File: src/rtl/bp_cfg_param_streamer_pkg.sv
// Shared types, the processor configuration table and helpers for the config streamer.
package bp_cfg_param_streamer_pkg;

  localparam int unsigned max_cfgs_gp       = 128;
  localparam int unsigned lg_max_cfgs_gp    = $clog2(max_cfgs_gp);
  localparam int unsigned num_table_cfgs_gp = 10;

  // Processor parameter set; first field lands in the MSBs of the flattened image.
  typedef struct packed {
    logic [7:0]  cc_x_dim;
    logic [7:0]  cc_y_dim;
    logic [7:0]  ic_y_dim;
    logic [7:0]  mc_y_dim;
    logic [7:0]  cac_x_dim;
    logic [7:0]  sac_x_dim;
    logic [7:0]  vaddr_width;
    logic [7:0]  paddr_width;
    logic [7:0]  daddr_width;
    logic [7:0]  caddr_width;
    logic [7:0]  branch_metadata_fwd_width;
    logic [7:0]  btb_tag_width;
    logic [7:0]  bht_idx_width;
    logic [7:0]  ghist_width;
    logic [15:0] icache_sets;
    logic [7:0]  icache_assoc;
    logic [15:0] icache_block_width;
    logic [15:0] dcache_sets;
    logic [7:0]  dcache_assoc;
    logic [15:0] dcache_block_width;
    logic [7:0]  l2_en;
  } bp_proc_param_s;

  typedef struct packed {
    logic        err;
    logic [15:0] words;
    logic [7:0]  cfg_id;
  } bp_cfg_stream_hdr_s;

  typedef enum logic [1:0] {StIdle, StHdr, StData} bp_cfg_stream_state_e;

  // Number of data_width-bit beats needed to carry cfg_width bits.
  function automatic int unsigned cfg_beats(int unsigned cfg_width, int unsigned data_width);
    return (cfg_width + data_width - 1) / data_width;
  endfunction

  // Builds one table entry; entry 0 is the invalid config and stays all-zero.
  function automatic bp_proc_param_s mk_cfg(int unsigned id, int unsigned x, int unsigned y);
    bp_proc_param_s c;
    c = '0;
    if (id != 0) begin
      c.cc_x_dim                  = 8'(x);
      c.cc_y_dim                  = 8'(y);
      c.ic_y_dim                  = 8'd1;
      c.mc_y_dim                  = 8'(y / 2);
      c.cac_x_dim                 = 8'(x / 2);
      c.sac_x_dim                 = 8'(id % 3);
      c.vaddr_width               = 8'd39;
      c.paddr_width               = 8'(40 + id);
      c.daddr_width               = 8'd32;
      c.caddr_width               = 8'd31;
      c.branch_metadata_fwd_width = 8'(30 + id);
      c.btb_tag_width             = 8'(10 + id);
      c.bht_idx_width             = 8'(7 + id);
      c.ghist_width               = 8'd2;
      c.icache_sets               = 16'(64 << (id % 3));
      c.icache_assoc              = 8'(1 << (id % 4));
      c.icache_block_width        = 16'd512;
      c.dcache_sets               = 16'(64 << (id % 2));
      c.dcache_assoc              = 8'd8;
      c.dcache_block_width        = 16'd512;
      c.l2_en                     = 8'(id % 2);
    end
    return c;
  endfunction

  localparam bp_proc_param_s all_cfgs_gp [num_table_cfgs_gp] = '{
    mk_cfg(0, 0, 0), mk_cfg(1, 1, 1), mk_cfg(2, 2, 1), mk_cfg(3, 1, 2), mk_cfg(4, 4, 1),
    mk_cfg(5, 2, 2), mk_cfg(6, 4, 2), mk_cfg(7, 2, 4), mk_cfg(8, 4, 4), mk_cfg(9, 8, 8)
  };

  // Mux-style lookup so an out-of-table index yields zeros rather than X.
  function automatic bp_proc_param_s cfg_lookup(logic [lg_max_cfgs_gp-1:0] idx);
    bp_proc_param_s r;
    r = '0;
    for (int i = 0; i < num_table_cfgs_gp; i++) begin
      if (idx == lg_max_cfgs_gp'(i)) r = all_cfgs_gp[i];
    end
    return r;
  endfunction

endpackage

File: src/rtl/bp_cfg_param_streamer_if.sv
// Request and beat-stream signals between a host and the config streamer.
interface bp_cfg_param_streamer_if #(
  parameter int unsigned data_width_p = 64
);
  import bp_cfg_param_streamer_pkg::*;

  logic [lg_max_cfgs_gp-1:0] req_cfg;
  logic                      req_v;
  logic                      req_ready;
  logic [data_width_p-1:0]   data;
  logic                      v;
  logic                      last;
  logic                      yumi;

  modport master (
    output req_cfg, req_v, yumi,
    input  req_ready, data, v, last
  );

  modport slave (
    input  req_cfg, req_v, yumi,
    output req_ready, data, v, last
  );

endinterface

File: src/rtl/bp_cfg_param_streamer_cnt.sv
// Beat counter with synchronous clear and increment.
module bp_cfg_param_streamer_cnt #(
  parameter int unsigned width_p = 2
) (
  input  logic               clk_i,
  input  logic               reset_i,
  input  logic               clear_i,
  input  logic               up_i,
  output logic [width_p-1:0] count_o
);

  logic [width_p-1:0] count_d, count_q;

  // Clear takes effect before the increment in the same cycle.
  always_comb begin
    count_d = (clear_i ? '0 : count_q) + width_p'(up_i);
  end

  // Count register.
  always_ff @(posedge clk_i) begin
    if (reset_i) count_q <= '0;
    else         count_q <= count_d;
  end

  assign count_o = count_q;

endmodule

File: src/rtl/bp_cfg_param_streamer.sv
// Streams one entry of the processor config table as a header beat plus data beats.
module bp_cfg_param_streamer
  import bp_cfg_param_streamer_pkg::*;
#(
  parameter int unsigned data_width_p = 64,
  parameter int unsigned num_cfgs_p   = 10
) (
  input  logic                 clk_i,
  input  logic                 reset_i,
  bp_cfg_param_streamer_if.slave bus_io
);

  localparam int unsigned cfg_width_lp  = $bits(bp_proc_param_s);
  localparam int unsigned words_lp      = cfg_beats(cfg_width_lp, data_width_p);
  localparam int unsigned cnt_width_lp  = (words_lp > 1) ? $clog2(words_lp) : 1;
  localparam int unsigned flat_width_lp = words_lp * data_width_p;

  bp_cfg_stream_state_e state_d, state_q;
  logic [lg_max_cfgs_gp-1:0] idx_d, idx_q;
  logic err_d, err_q;
  logic [words_lp-1:0][data_width_p-1:0] flat_d, flat_q;

  logic [cnt_width_lp-1:0] cnt;
  logic cnt_clear, cnt_up;
  logic req_err;
  logic req_ready, v, last;
  logic [data_width_p-1:0] data;
  bp_cfg_stream_hdr_s hdr;

  bp_cfg_param_streamer_cnt #(
    .width_p (cnt_width_lp)
  ) u_cnt (
    .clk_i   (clk_i),
    .reset_i (reset_i),
    .clear_i (cnt_clear),
    .up_i    (cnt_up),
    .count_o (cnt)
  );

  // Index 0 is the invalid config; anything past the populated range is also an error.
  assign req_err = (bus_io.req_cfg == '0) || (32'(bus_io.req_cfg) >= num_cfgs_p);

  // Header beat contents.
  always_comb begin
    hdr        = '0;
    hdr.err    = err_q;
    hdr.words  = 16'(words_lp);
    hdr.cfg_id = 8'(idx_q);
  end

  // Next-state, register loads and beat outputs.
  always_comb begin
    state_d   = state_q;
    idx_d     = idx_q;
    err_d     = err_q;
    flat_d    = flat_q;
    cnt_clear = 1'b0;
    cnt_up    = 1'b0;
    req_ready = 1'b0;
    v         = 1'b0;
    last      = 1'b0;
    data      = '0;
    unique case (state_q)
      StIdle: begin
        req_ready = 1'b1;
        if (bus_io.req_v) begin
          idx_d   = bus_io.req_cfg;
          err_d   = req_err;
          // Pad bits above the entry width are zero, so the final beat needs no masking.
          flat_d  = req_err ? '0 : flat_width_lp'(cfg_lookup(bus_io.req_cfg));
          state_d = StHdr;
        end
      end
      StHdr: begin
        v    = 1'b1;
        data = data_width_p'(hdr);
        last = err_q;
        if (bus_io.yumi) begin
          if (err_q) begin
            state_d = StIdle;
          end else begin
            state_d   = StData;
            cnt_clear = 1'b1;
          end
        end
      end
      StData: begin
        v    = 1'b1;
        data = flat_q[cnt];
        last = (cnt == cnt_width_lp'(words_lp - 1));
        if (bus_io.yumi) begin
          cnt_up = 1'b1;
          if (last) state_d = StIdle;
        end
      end
      default: state_d = StIdle;
    endcase
  end

  // State and latched request.
  always_ff @(posedge clk_i) begin
    if (reset_i) begin
      state_q <= StIdle;
      idx_q   <= '0;
      err_q   <= 1'b0;
      flat_q  <= '0;
    end else begin
      state_q <= state_d;
      idx_q   <= idx_d;
      err_q   <= err_d;
      flat_q  <= flat_d;
    end
  end

  assign bus_io.req_ready = req_ready;
  assign bus_io.v         = v;
  assign bus_io.last      = last;
  assign bus_io.data      = data;

`ifndef SYNTHESIS
  // Catch a consumer taking a beat that is not offered, and an unsupported beat width.
  always_ff @(posedge clk_i) begin
    if (!reset_i) begin
      assert (!(bus_io.yumi && !v)) else $error("yumi_i asserted while v_o is low");
    end
    assert (data_width_p >= 32) else $error("data_width_p must be at least 32");
  end
`endif

endmodule

File: src/flat_wrapper.sv
// flat-port wrapper written by rule: the top's interface ports become plain ports
module bp_cfg_param_streamer_flat import bp_cfg_param_streamer_pkg::*;
#(
  parameter int unsigned data_width_p = 64,
  parameter int unsigned num_cfgs_p   = 10
)
  (clk_i, reset_i, bus_io_req_cfg, bus_io_req_v, bus_io_yumi, bus_io_req_ready, bus_io_data, bus_io_v, bus_io_last);
  bp_cfg_param_streamer_if #(.data_width_p(data_width_p)) bus_io_i ();
  input  logic clk_i;
  input  logic reset_i;
  input wire logic [$bits(bus_io_i.req_cfg)-1:0] bus_io_req_cfg;
  input wire logic [$bits(bus_io_i.req_v)-1:0] bus_io_req_v;
  input wire logic [$bits(bus_io_i.yumi)-1:0] bus_io_yumi;
  output wire logic [$bits(bus_io_i.req_ready)-1:0] bus_io_req_ready;
  output wire logic [$bits(bus_io_i.data)-1:0] bus_io_data;
  output wire logic [$bits(bus_io_i.v)-1:0] bus_io_v;
  output wire logic [$bits(bus_io_i.last)-1:0] bus_io_last;
  assign bus_io_i.req_cfg = bus_io_req_cfg;
  assign bus_io_i.req_v = bus_io_req_v;
  assign bus_io_i.yumi = bus_io_yumi;
  assign bus_io_req_ready = bus_io_i.req_ready;
  assign bus_io_data = bus_io_i.data;
  assign bus_io_v = bus_io_i.v;
  assign bus_io_last = bus_io_i.last;
  bp_cfg_param_streamer #(.data_width_p(data_width_p), .num_cfgs_p(num_cfgs_p)) u_core (.clk_i(clk_i), .reset_i(reset_i), .bus_io(bus_io_i));
endmodule
File: config.mk
export PLATFORM = sky130hd
export DESIGN_NAME = bp_cfg_param_streamer_flat
export DESIGN_NICKNAME = d
export VERILOG_FILES = /design/src/rtl/bp_cfg_param_streamer_pkg.sv /design/src/rtl/bp_cfg_param_streamer_if.sv /design/src/rtl/bp_cfg_param_streamer_cnt.sv /design/src/rtl/bp_cfg_param_streamer.sv /design/src/flat_wrapper.sv
export SDC_FILE = /design/constraint.sdc
export NUM_CORES = 1
export LEC_CHECK = 0
export BUFFER_PORTS_ARGS = -buffer_cell sky130_fd_sc_hd__buf_2
export CAP_MARGIN = 10
export CORE_UTILIZATION = 25
export DETAILED_ROUTE_END_ITERATION = 8
export GPL_ROUTABILITY_DRIVEN = 0
export SYNTH_ARGS = -nofsm -noshare
export SYNTH_HDL_FRONTEND = slang
export SYNTH_SLANG_ARGS = --single-unit
export TNS_END_PERCENT = 100
File: constraint.sdc
create_clock -name clk_i -period 1.8 [get_ports clk_i]
set_input_delay 0.27 -clock clk_i [delete_from_list [all_inputs] [get_ports clk_i]]
set_output_delay 0.27 -clock clk_i [all_outputs]
set_load 0.02 [all_outputs]
## Word level (Yosys, flattened, before mapping)

Index checks and enable logic that the tools add are counted.

| storage, ports and cells | value |
|---|---|
| memory bits (writable) | 0 |
| register bits | 268 |
| output and inout bits | 67 |
| input bits | 11 |
| logic and storage cells | 61 |
| latch bits | 0 |
| memories kept | 0 |
| ROM bits | 0 |

| cells by class | value |
|---|---|
| eq/ne operators | 16 |
| reductions and logical operators | 6 |
| multipliers | 0 |
| bitwise logic cells | 0 |
| divide/modulo/power cells | 0 |
| magnitude comparators | 2 |
| multiplexer cells | 28 |
| shifts and indexed selects | 0 |
| $add $sub $neg | 1 |

Operator list:

| kind | count |
|---|---|
| 195-bit 2-to-1 mux | 5 |
| 196-bit 2-to-1 mux | 2 |
| 194-bit 2-to-1 mux | 2 |
| 193-bit 2-to-1 mux | 1 |
| 64-bit binary-select mux with 2-bit select | 1 |
| 64-bit one-hot mux with 2 select lines | 1 |
| 64-bit 2-to-1 mux | 1 |
| 7-bit by 3-bit equality test with 1-bit output (second input constant) | 4 |
| 7-bit by 2-bit equality test with 1-bit output (second input constant) | 2 |
| 7-bit by 4-bit equality test with 1-bit output (second input constant) | 2 |
| 2-bit 2-to-1 mux | 6 |
| 7-bit by 1-bit equality test with 1-bit output (second input constant) | 1 |
| 7-bit by 4-bit >= comparator with 1-bit output (second input constant) | 1 |
| 7-bit logical NOT | 1 |
| 1-bit 2-to-1 mux | 7 |
| 2-bit != test (second input constant) | 3 |
| 2-bit one-hot mux with 3 select lines | 1 |
| 2-bit equality test (second input constant) | 2 |
| 4-bit AND reduction | 1 |
| 2-bit by 3-bit < comparator with 1-bit output (second input constant) | 1 |
| 2-bit by 1-bit adder with 2-bit output | 1 |
| 2-bit by 1-bit equality test with 1-bit output (second input constant) | 1 |
| 2-bit logical NOT | 1 |
| 2-bit by 1-bit != test with 1-bit output (second input constant) | 1 |
| other kinds (4) | 4 |

## Longest topological paths before layout

| depth | value |
|---|---|
| depth in word-level cells | 11 |
| depth in mapped cells | 8 |
| mapped depth without buffers | 7 |

## Modules after synthesis

A second synthesis with hierarchy kept.

| second synthesis, totals | value |
|---|---|
| cell total of the unflattened synthesis | 342 |
| area total of the unflattened synthesis | 2583.7 um2 |

Modules (own cells, without submodules):

| module | times used | cells each | sequential area each (um2) | area an instance (um2) |
|---|---|---|---|---|
| bp_cfg_param_streamer | 1 | 333 | 820.8 | 2487.4 |
| bp_cfg_param_streamer_cnt | 1 | 9 | 40.0 | 96.3 |

## Worst setup path before layout

No wires, ideal clock.

| timing | value |
|---|---|
| path type | flip-flop to output port |
| start | reg u_core.state_q[1] |
| end | out bus_io_data[18] |
| data required time | 1530 ps |
| setup slack | -825 ps |
| stages on the path, launching flop included | 9 |
| arrival time | 2355 ps |
| path buffers | 2 |
| cell sequence | dfxtp_1 inv_1 ha_1 clkbuf_1 nand2_1 nor3b_1 nand2_1 inv_1 buf_4 |

| between the ends | value |
|---|---|
| cells in the longest elaborated chain, start to end | 2 |
| elaborated cells between the ends (all ways) | 3 |
| classes of those cells | 2 x eq/ne; 1 x mux |

Ends and longest elaborated chain:

| what | RTL line | RTL |
|---|---|---|
| start: declaration | bp_cfg_param_streamer.sv:18 | `bp_cfg_stream_state_e state_d, state_q;` |
| start signal: assignment | bp_cfg_param_streamer.sv:103 | `state_q <= StIdle;` |
| start signal: assignment | bp_cfg_param_streamer.sv:108 | `state_q <= state_d;` |
| 2-bit equality test / 2-bit by 1-bit equality test with 1-bit output (equally long branches) | bp_cfg_param_streamer.sv:63 | `unique case (state_q)` |
| 64-bit one-hot mux with 2 select lines (*) | bp_cfg_param_streamer.sv:63 |  |
| end: declaration | flat_wrapper.sv:15 | `output wire logic [$bits(bus_io_i.data)-1:0] bus_io_data;` |

Mark *: on every way between the ends. The rest lies on a longest branch, timed or not.

## Final worst setup path

| timing | value |
|---|---|
| start | reg u_core.state_q[1] |
| end | out bus_io_data[52] |

Same word-level chain as after synthesis.

==> impl_metrics.yaml <==
status:
  status: "finished with violations"
  failed_checks: "setup timing"
route:
  wl_met3_um: 366
  vias_per_cell: 4.76
  dr.max_layer_used: "met4"
  firstDrtPassIters: 4
  wl_met2_mm: 3.83
  routed_wl_mm: 7.87
  ant_nets: 0
  first_iter_violations: 130
  drt-wirelength-per-cell_um: 14.5
  vias: 2585
  drc: 0
  met1Wirelength_mm: 3.52
global_routing:
  grt_max_degree: 24
  grt_pass1_vias: 2383
  grt.overflow.total: 0
  grt_pass1_wl_mm: 12.2
  antenna_found_initial: 0
  grt_use_total_pct: 15.1
critical_path:
  worstRegToRegCells: 7
  arrival_ns: 1.61
  worstPathCellList: "inv_2, ha_4, and2_4, buf_8, and3_4, buf_4"
  rrSetupSlack_ns: 0.12
  critPathMaxFanout: 11
  reg2reg_to: "u_core.state_q[1]"
  rr_startpoint: "u_core.state_q[0]"
  slowest_stage: "dfxtp_2"
  end_kind: "primary output"
  slowest_delay_ns: 0.36
  critical_path_required_ns: 1.53
  worst-setup-path-type: "reg -> out"
  startpoint_type: "flop"
sta:
  fin_ws_ns: -0.0834
  whs_ns: 0.220
  fin_crit_ns: 1.88
  fin_crit_sh_pct: 105
  tns_ns: -1.55
  finalHoldViolCount: 0
  slew_violations: 0
  finalSetupViolCount: 30
  rsz0062_at_grt: "yes"
  fin_skew_ns: 0.00989
  fmax_ghz: 0.531
synthesis:
  ys_ff_latch: 43
  ys_async_sr_fraction_pct: 0
  synth_edf_count: 0
  yosysMostFrequentCell: "nand2_1"
  syn_avg_cell_area_sq_um: 7.42
  yosysTopAreaCell: "dfxtp_1"
  ys_seq_area_share_pct: 33.4
  netlist_instances: 347
  yosysWarnings: 0
  netlist_area_sq_um: 2570
  netlist_top_cells_count: "nand2_1, dfxtp_1, a21oi_1, nor2_1, clkbuf_1"
  synth_flop_cell: "dfxtp_1"
  netlist.area_leader.share_pct: 33.4
  ys_types: 49
  synth_area_leaders: "dfxtp_1, nand2_1, a21oi_1"
hold_path:
  min_path_cells: 3
  hold_class: "in -> reg"
  hold_end: "u_core.idx_q[6]"
  hold_path_startpoint: "bus_io_req_cfg[6]"
cts:
  clkLatencyLatePin_ns: 0.31
  cts_tree: "done"
  clock_sinks: 43
  htreeDepth: 2
  clkTransAtPathRegs_ns: 0.09
  numCtsBuffers: 5
  cts_hold_buf: 0
  clock_path_buffers: 2
  cts_root_buf: "clkbuf_8"
floorplan:
  ioPinCount: 78
  rows: 36
  die-width_um: 103
  initial_core_util_pct: 26.1
  dieArea_sq_um: 10700
  die_h_um: 103
  fp.coreArea_sq_um: 9860
pwr:
  vdd_drop_max_v: 0.000292
  powerDensity_nw_per_um2: 656
  p_leak_nw: 1.42
cells_and_area:
  final_cells: 543
  stdcell_area_sq_um: 3590
  finalNetCount: 424
  area_delta_synth_final_pct: 39.7
  diodes: 0
  final_layout_size_suffix_gt1_share_pct: 35.6
placed_design:
  port_buffers: 58
  dp.cells: 528
  dp_hpwl_mm: 5.79
  postPlaceCellArea_sq_um: 3070
  pre_cts_ws_ns: 0.0636
job:
  cap_violations: 0
==> metrics by stage <==
stage	power [mW]	util, %
after floorplan	1.43	-
after global placement	1.52	31.1
after detailed placement	1.53	31.1
after CTS	2.35	34.9
after global routing	2.47	36.4
final	2.36	36.4
==> placed cells by master (no fill, tap or decap), types with 3 or more instances in the layout <==
master	synthesis	layout
a22o_1	3	3
nand2_2	0	4
and3_4	0	9
nor3b_1	4	3
o21ai_1	0	3
nor3_1	9	9
nand3_1	10	10
o21ai_0	8	4
dfxtp_1	43	39
buf_4	22	45
nor2b_1	7	4
a22oi_1	12	11
buf_6	1	27
nand3b_1	3	3
buf_2	3	15
xnor2_1	3	3
mux2i_1	4	4
a21oi_2	1	10
conb_1	1	19
and2_1	7	6
nand2b_1	3	3
clkbuf_8	0	6
nor2_1	30	29
and3_1	18	9
a21oi_1	33	23
nand2_1	54	49
==> registers in the layout (all words and copies together) (netlist names) <==
name,count
u_core.idx_q,7
u_core.flat_q,31
u_core.u_cnt.count_o,2
u_core.err_q,1
u_core.state_q,2
==> cell families (layout without fill, tap and decap cells) <==
family / Yosys count / in the layout / share of synthesized area [%]
other cells: 1 / 19 / 0.146
simple gates: 154 / 154 / 29.6
flops: 43 / 43 / 33.4
fa+ha+maj: 4 / 4 / 1.94
xor+xnor: 5 / 5 / 1.70
compound gates: 77 / 77 / 19.1
mux: 5 / 5 / 1.99
buf+inv: 58 / 103 / 12.1
==> metal layers <==
metal / vias up / global-route usage (%)
met5: - / 0
met4: 0 / 6.07
met3: 11 / 2.96
met2: 63 / 24.9
met1: 1233 / 19.4
li1: 1278 / -
==> critical path: cells and delay by family (launching register included) <==
family / cells / cell delay [ns]
fa+ha+maj: 1 / 0.29
buf+inv: 3 / 0.31
flops: 1 / 0.36
simple gates: 2 / 0.35
==> final cells by class <==
type | instances | area, sq um
Clock buffer | 6 | 82.6
Fill cell | 1018 | 6270
Timing Repair Buffer | 90 | 767
Multi-Input combinational cell | 264 | 1650
Inverter | 5 | 21.3
Sequential cell | 43 | 871
Clock inverter | 2 | 35.0
Tap cell | 133 | 166
==> worst max path at each step <==
stage                            from                 end  depth (start not counted)
finish              u_core.state_q[1]     bus_io_data[52]                          6
global route        u_core.state_q[0]     bus_io_data[27]                          6
CTS                 u_core.state_q[1]     bus_io_data[52]                          6
detailed placement  bus_io_req_cfg[5]  u_core.flat_q[116]                          6
global placement    bus_io_req_cfg[5]  u_core.flat_q[116]                          6
floorplan           u_core.state_q[1]     bus_io_data[18]                          8
==> power breakdown <==
group	leakage, nW	switching, mW	internal [mW]
Sequential	0.351	0.0234	0.983
Combinational	1.01	0.343	0.209
Clock	0.0612	0.351	0.449
==> repair_timing <==
action                     CTS  global route
cloned                       1             0
buffers inserted             5             1
resized for setup           72            41
pin swaps                    6             7
setup endpoints to repair   45            51
Note: power is estimated with default switching activity, not from simulation.
